<file path="config.mk">
export PLATFORM = sky130hd
export DESIGN_NAME = wb_trace_fifo
export DESIGN_NICKNAME = d
export VERILOG_FILES = /design/src/rtl/wb_trace_fifo_pkg.sv /design/src/rtl/wb_trace_fifo_trace_ram.sv /design/src/rtl/wb_trace_fifo.sv
export SDC_FILE = /design/constraint.sdc
export NUM_CORES = 1
export LEC_CHECK = 0
export ABC_CLOCK_PERIOD_IN_PS = 6500
export CAP_MARGIN = 10
export CORE_ASPECT_RATIO = 0.8
export CORE_MARGIN = 1.5
export CORE_UTILIZATION = 30
export CTS_CLUSTER_SIZE = 25
export DETAILED_ROUTE_END_ITERATION = 7
export GPL_ROUTABILITY_DRIVEN = 0
export PLACE_DENSITY = 0.53
export SYNTH_ARGS = -nofsm -noshare
export SYNTH_HDL_FRONTEND = slang
export SYNTH_SLANG_ARGS = --single-unit
</file>
<file path="constraint.sdc">
create_clock -name Clk -period 6.5 [get_ports Clk]
set_input_delay 1.3 -clock Clk [delete_from_list [all_inputs] [get_ports Clk]]
set_output_delay 1.3 -clock Clk [all_outputs]
set_load 0.005 [all_outputs]
</file>
<file path="src/rtl/wb_trace_fifo_pkg.sv">
// Shared definitions for the write-back trace FIFO: default sizes, entry width helper
// and the per-cycle FIFO operation encoding.
package wb_trace_fifo_pkg;

    localparam int unsigned DEF_DEPTH  = 8;
    localparam int unsigned DEF_DATA_W = 32;
    localparam int unsigned DEF_DROP_W = 16;

    typedef enum logic [1:0] {
        OpNone = 2'b00,
        OpPush = 2'b01,
        OpPop  = 2'b10,
        OpBoth = 2'b11
    } fifo_op_e;

    // A trace entry is {PC, write data}.
    function automatic int unsigned trace_w(input int unsigned data_w);
        return 2 * data_w;
    endfunction

endpackage

</file>
<file path="src/rtl/wb_trace_fifo_trace_ram.sv">
// Trace entry storage: synchronous write, asynchronous read, no reset on the array.
module wb_trace_fifo_trace_ram #(
    parameter int unsigned DEPTH   = 8,
    parameter int unsigned TRACE_W = 64,
    parameter int unsigned ADDR_W  = $clog2(DEPTH)
) (
    input  logic               i_clk,
    input  logic               i_we,
    input  logic [ADDR_W-1:0]  i_waddr,
    input  logic [TRACE_W-1:0] i_wdata,
    input  logic [ADDR_W-1:0]  i_raddr,
    output logic [TRACE_W-1:0] o_rdata
);

    logic [TRACE_W-1:0] r_mem [DEPTH];

    always_ff @(posedge i_clk) begin
        if (i_we) begin
            r_mem[i_waddr] <= i_wdata;
        end
    end

    assign o_rdata = r_mem[i_raddr];

endmodule

</file>
<file path="src/rtl/wb_trace_fifo.sv">
// Retirement trace FIFO: captures {PC, write data} on every write-back and drains it
// first-word-fall-through over a valid/ready port, counting captures lost while full.
module wb_trace_fifo
    import wb_trace_fifo_pkg::*;
#(
    parameter int unsigned DEPTH  = DEF_DEPTH,
    parameter int unsigned DATA_W = DEF_DATA_W,
    parameter int unsigned DROP_W = DEF_DROP_W
) (
    input  logic                     Clk,
    input  logic                     Rst,
    input  logic                     Clear,
    input  logic                     CaptureEn,
    input  logic [DATA_W-1:0]        PCValue,
    input  logic [DATA_W-1:0]        WriteData,
    output logic                     OutValid,
    input  logic                     OutReady,
    output logic [DATA_W-1:0]        OutPC,
    output logic [DATA_W-1:0]        OutData,
    output logic [$clog2(DEPTH):0]   Count,
    output logic                     Full,
    output logic                     Empty,
    output logic [DROP_W-1:0]        DropCount
);

    localparam int unsigned PTR_W   = $clog2(DEPTH);
    localparam int unsigned CNT_W   = PTR_W + 1;
    localparam int unsigned TRACE_W = trace_w(DATA_W);

    logic [PTR_W-1:0]   r_wr_ptr, r_rd_ptr;
    logic [CNT_W-1:0]   r_count;
    logic [DROP_W-1:0]  r_drop;

    logic               w_push, w_pop, w_drop;
    fifo_op_e           w_op;
    logic [TRACE_W-1:0] w_rd_entry;

    assign Full     = (r_count == CNT_W'(DEPTH));
    assign Empty    = (r_count == '0);
    assign OutValid = !Empty;

    assign w_pop  = OutValid && OutReady;
    // A full FIFO still accepts a capture when the head leaves in the same cycle.
    assign w_push = CaptureEn && (!Full || w_pop);
    assign w_drop = CaptureEn && Full && !w_pop;
    assign w_op   = fifo_op_e'({w_pop, w_push});

    wb_trace_fifo_trace_ram #(
        .DEPTH   (DEPTH),
        .TRACE_W (TRACE_W),
        .ADDR_W  (PTR_W)
    ) u_ram (
        .i_clk   (Clk),
        .i_we    (w_push && !Clear),
        .i_waddr (r_wr_ptr),
        .i_wdata ({PCValue, WriteData}),
        .i_raddr (r_rd_ptr),
        .o_rdata (w_rd_entry)
    );

    always_ff @(posedge Clk or negedge Rst) begin
        if (!Rst) begin
            r_wr_ptr <= '0;
            r_rd_ptr <= '0;
            r_count  <= '0;
            r_drop   <= '0;
        end else if (Clear) begin
            r_wr_ptr <= '0;
            r_rd_ptr <= '0;
            r_count  <= '0;
            r_drop   <= '0;
        end else begin
            if (w_push) begin
                r_wr_ptr <= r_wr_ptr + PTR_W'(1);
            end
            if (w_pop) begin
                r_rd_ptr <= r_rd_ptr + PTR_W'(1);
            end
            unique case (w_op)
                OpPush:  r_count <= r_count + CNT_W'(1);
                OpPop:   r_count <= r_count - CNT_W'(1);
                default: r_count <= r_count;
            endcase
            if (w_drop && (r_drop != '1)) begin
                r_drop <= r_drop + DROP_W'(1);
            end
        end
    end

    // Head entry is forced to zero while empty so stale storage never leaks out.
    assign OutPC     = OutValid ? w_rd_entry[TRACE_W-1:DATA_W] : '0;
    assign OutData   = OutValid ? w_rd_entry[DATA_W-1:0]       : '0;
    assign Count     = r_count;
    assign DropCount = r_drop;

endmodule

</file>
* Word level (Yosys, flattened, before mapping)
Memories as Yosys holds them, arrays and structs flattened.
Index checks and enable logic that the tools add are counted.
** Cells by class
- Mux-type cells :: 12
- $add $sub $neg :: 5
- Reduce and logical (&&, ||, !) cells :: 16
- Eq/ne operators :: 4
** Operators with widths (count)
- $mux W32 :: 2
- $mux W16 :: 2
- $add A16 B1 Y16 const B :: 1
- $ne A16 B16 Y1 const B :: 1
- $mux W3 :: 4
- $pmux W4 S2 :: 1
- $add A3 B1 Y3 const B :: 2
- $logic_and A1 B1 Y1 :: 6
- $reduce_bool A2 Y1 :: 3
- $add A4 B1 Y4 const B :: 1
- $eq A4 B4 Y1 const B :: 1
- $logic_not A1 Y1 :: 4
- $logic_not A4 Y1 :: 1
- $mux W4 :: 1
- $sub A4 B1 Y4 const B :: 1
- $reduce_bool A3 Y1 :: 1
- $eq A2 B1 Y1 const B :: 1
- $eq A2 B2 Y1 const B :: 1
- $mux W1 :: 2
- $logic_or A1 B1 Y1 :: 1
** Word-level totals
- Memories :: 1
- Input port bits :: 69
- Flip-flop bits (word level) :: 26
- Word-level logic and storage cells :: 42
- Output and inout port bits :: 87
- Memory bits (writable) :: 512
** Memory list
- u_ram.r_mem :: depth 8, width 64, read ports 1, clocked after memory_dff 0, wr ports 1, line wb_trace_fifo_trace_ram.sv:15 : logic [TRACE_W-1:0] r_mem [DEPTH];

* Depth between registers and ports, before layout
- Depth after elaboration :: 8
- Gate-level depth with buffers :: 9
- Depth with buffers taken out :: 7

* Hierarchy
A second synthesis with hierarchy kept.
** Unflattened totals
- Cells, all modules :: 981
- Area total of the unflattened synthesis :: 21180.3 sq um
** By module, submodules not included
- wb_trace_fifo_trace_ram :: sequential area each 15374.7 sq um, cells each 752, times used 1, area each 19266.0 sq um
- wb_trace_fifo :: sequential area each 650.6 sq um, cells each 229, times used 1, area each 1914.3 sq um

* Worst setup path after synthesis
OpenSTA, ideal clock, no wires.
- Path kind :: input to register
- Start point :: input port OutReady
- End point :: memory u_ram.r_mem[0][0] (enable)
- Setup time :: 0.565 ns
- Slack :: -0.542 ns
- Data arrival time :: 6.478 ns
- Stages :: 5
- Data required time :: 5.935 ns
- Cells stage by stage :: buf_2 -> nand2b_1 -> o21ai_0 -> or3_1 -> nor3_1
** Between the ends
- Longest elaborated chain between the ends :: 6
** RTL lines
- start: declaration :: line wb_trace_fifo.sv:17 : input logic OutReady,
- $logic_and A1 B1 Y1 :: line wb_trace_fifo.sv:42 : assign w_pop = OutValid && OutReady;
- $logic_or A1 B1 Y1 :: line wb_trace_fifo.sv:44 : assign w_push = CaptureEn && (!Full || w_pop);
- $logic_and A1 B1 Y1 :: line wb_trace_fifo.sv:44
- $logic_and A1 B1 Y1 :: line wb_trace_fifo.sv:54 : .i_we (w_push && !Clear),
- $mux W1 :: line wb_trace_fifo_trace_ram.sv:18 : if (i_we) begin
- $mux W1 (implied by the code) :: line wb_trace_fifo_trace_ram.sv:19 : r_mem[i_waddr] <= i_wdata;
- end: declaration :: line wb_trace_fifo_trace_ram.sv:15
No other way between the ends.

* Worst setup path after layout
- Start point :: register r_rd_ptr[0]
- End point :: output port OutPC[12]
** Between the ends
- Longest elaborated chain between the ends :: 2
** RTL lines
- start: declaration :: line wb_trace_fifo.sv:30 : logic [PTR_W-1:0] r_wr_ptr, r_rd_ptr;
- start signal: assignment :: line wb_trace_fifo.sv:77 : r_rd_ptr <= r_rd_ptr + PTR_W'(1);
- $mem_v2 Z8 W64
- $mux W32 :: line wb_trace_fifo.sv:91 : assign OutPC = OutValid ? w_rd_entry[TRACE_W-1:DATA_W] : '0;
- end: declaration :: line wb_trace_fifo.sv:18 : output logic [DATA_W-1:0] OutPC,
No other way between the ends.

==> flow_summary.ini <==
[die]
core_area_um2 = 69200
initial_core_util_pct = 30.5
die_area_um2 = 71900
die_h_um = 240
ioPinCount = 156
fp.dieW_um = 299
num_rows = 86

[synthesis]
synthCells = 994
ys_top_cells_by_area = edfxtp_1, mux4_2, mux2i_1
synth_warnings = 0
netlist_area_um2 = 21100
async_reset_ff_share_pct = 4.83
ys_seq_elements = 538
syn_nets = 1068
ys_types = 53
syn_area_per_cell_um2 = 21.2
synth_area_leader_cell = edfxtp_1
synth_common_cells = edfxtp_1, mux4_2, nor2_1
yosysMostFrequentCell = edfxtp_1
synth-edff-count = 512
netlist.area_leader.share_pct = 72.9
ys.flop_type = edfxtp_1
synth_seq_area_share_pct = 76.0

[global_route]
track_usage_pct = 12.9
grt_max_degree = 65
grt_pass1_wl_mm = 69.3
grt_pass1_vias = 10700
grtUsageMet2_pct = 21.1
use_met1_pct = 17.6
antenna_found_initial = 3
grt.busiest_layer = met2
use_met3_pct = 2.51
grt_overflow = 0

[placed_design]
hpwlAfterDp_mm = 25.9
port_buffers = 155

[worst_setup_path]
cp.arrival_ps = 3590
r2r-end = u_ram.r_mem[7][20]$_DFFE_PP_
cp-start-kind = flop
path_max_fanout = 43
reg2reg_from = Count[1]$_DFFE_PN0P_
crit_type = flop to output port
cp_cell_sequence = buf_12 -> mux4_2 -> mux2i_1 -> nor2_1 -> clkdlybuf4s50_1
slowest_stage = dfrtp_4
max_stage_delay_ps = 1030
r2r_cells = 5
cp-end-kind = output port
cp.required_ps = 5200
r2r_setup_slack_ps = 3350
critPathLaunch = r_rd_ptr[0]$_DFFE_PN0P_

[clocking]
cts_root_buffer = clkbuf_16
cts_resized = 0
worstSkewPairLatency_ps = 590
hold_buffers = 0
h-tree-depth = 2
clk_pin_slew_ps = 60
clock_path_buffers = 3
cts_setup_buffers = 0
cts_sinks = 538
cts_tree = built
numCtsBuffers = 53

[flow_run]
cap_violations = 0

[final_layout]
final_nets = 1251
syn_to_final_growth_pct = 21.3
drive_gt1_share_pct = 21.2

[routing]
wirelength_mm = 46.0
postRouteAntennaNets = 0
dr.pass1.iters = 5
drt-initial-drc-count = 629
vias_per_cell = 4.69
routedWlPerCell_um = 21.5
drc = 0
num_vias = 10000

[worst_hold_path]
min_from = DropCount[10]$_DFFE_PN0P_
hold_depth = 1
holdPathEnd = DropCount[10]$_DFFE_PN0P_
hp-class = flop to flop

[timing]
rsz0062_at_grt = no
hold_viol_final = 0
setup_viol = 0
relSlewSlack_pct = 24.9
fin_skew_ps = 23.0
max_freq_mhz = 204
layout_min_cycle_time_ps = 4890
slew_violations = 0
setup_tns_ps = 0
post-route-period-util_pct = 75.3
tightest_slew_ps = 1130
holdWs_ps = 537

[power]
p_leak_nw = 7.79
power_density_nw_per_um2 = 356
ir_worst_vdd_uv = 219

[outcome]
status = completed
[report_power, final]
group | total [mW] | switching (mW) | internal [mW] | leakage (nW)
combinational | 2.13 | 0.939 | 1.19 | 2.02
clock | 2.96 | 1.26 | 1.70 | 0.790
sequential | 4.02 | 0.142 | 3.88 | 4.98
[worst max path at each step]
stage	endpoint	slack [ps]	cells past startpoint
2_1_floorplan	u_ram.r_mem[2][0]$_DFFE_PP_	1190	5
3_3_place_gp	u_ram.r_mem[7][4]$_DFFE_PP_	2030	6
3_5_place_dp	u_ram.r_mem[7][60]$_DFFE_PP_	2000	6
4_1_cts	OutPC[12]	1470	5
5_1_grt	OutPC[12]	1310	5
6_report	OutPC[12]	1610	5
[state kept, by name, indices dropped and copies added, names as in the netlist]
name and flops:
u_ram.r_mem 512, DropCount 16, Count 4, r_rd_ptr 3, r_wr_ptr 3
[kinds of logic (layout without fill, tap and decap cells)]
kind of cell / count (synthesis) / count (layout) / synth area share, %
fa+ha+maj: 5 / 5 / 0.297
xor+xnor: 5 / 5 / 0.208
compound gates: 29 / 29 / 0.932
other cells: 0 / 1 / 0
simple gates: 158 / 158 / 3.97
flops: 538 / 538 / 76.0
mux: 205 / 205 / 17.4
buf+inv: 54 / 275 / 1.16
[layout make-up]
class                      count  area, µm²
fill                        6313      43600
multi-input combinational    402       4880
clock inverter                26        270
timing repair buffer         177       1830
sequential                   538      16000
antenna                        1       2.50
inverter                       5       18.8
clock buffer                  67       1380
tap                          924       1160
[critical path, delay by kind of cell, from the launching register on]
family | cells | cell delay [ps]
and+or+nand+nor | 1 | 70
buffers and inverters | 2 | 910
muxes | 2 | 880
DFF | 1 | 1030
[layout by cell type (no fill, tap or decap), types with 3 or more instances in the layout]
cell type | netlist | routed
nand3_1 | 6 | 6
and2_1 | 4 | 4
clkbuf_1 | 21 | 14
xor2_1 | 5 | 5
dfrtp_4 | 0 | 3
clkinv_2 | 0 | 5
a21oi_1 | 7 | 7
clkinvlp_4 | 0 | 4
mux2i_1 | 68 | 68
buf_4 | 0 | 13
nor2_4 | 0 | 6
edfxtp_1 | 512 | 512
or4_1 | 3 | 3
clkdlybuf4s50_1 | 0 | 155
nand2_1 | 15 | 15
bufinv_16 | 0 | 5
nand2b_1 | 3 | 3
buf_12 | 0 | 9
dfrtp_1 | 26 | 23
nor2_1 | 84 | 78
mux2_2 | 8 | 8
or3_1 | 5 | 5
inv_1 | 4 | 3
clkbuf_16 | 0 | 53
nor3_4 | 1 | 3
ha_1 | 5 | 5
mux4_2 | 128 | 128
o21ai_0 | 7 | 7
clkinv_1 | 1 | 9
nor2b_1 | 9 | 9
[per-layer routing]
layer	wire (µm)	share of wire, %	vias to the layer above
met5	23	0.050	-
met4	852	1.9	4
met3	2060	4.5	60
met2	22100	48	195
met1	21000	46	5313
li1	-	-	4458
[metrics by stage]
stage	power, mW	utilization (%)	setup WS, ps	instance area, µm²	cells
finish	9.11	37.0	1610	25600	2140
global placement	6.30	34.6	2030	23900	2046
global route	9.55	37.0	1310	25600	2140
CTS	9.29	37.0	1470	25600	2139
detailed placement	6.31	34.6	2000	23900	2046
floorplan	5.27	-	1190	21100	994
(Power assumes the default switching activity.)
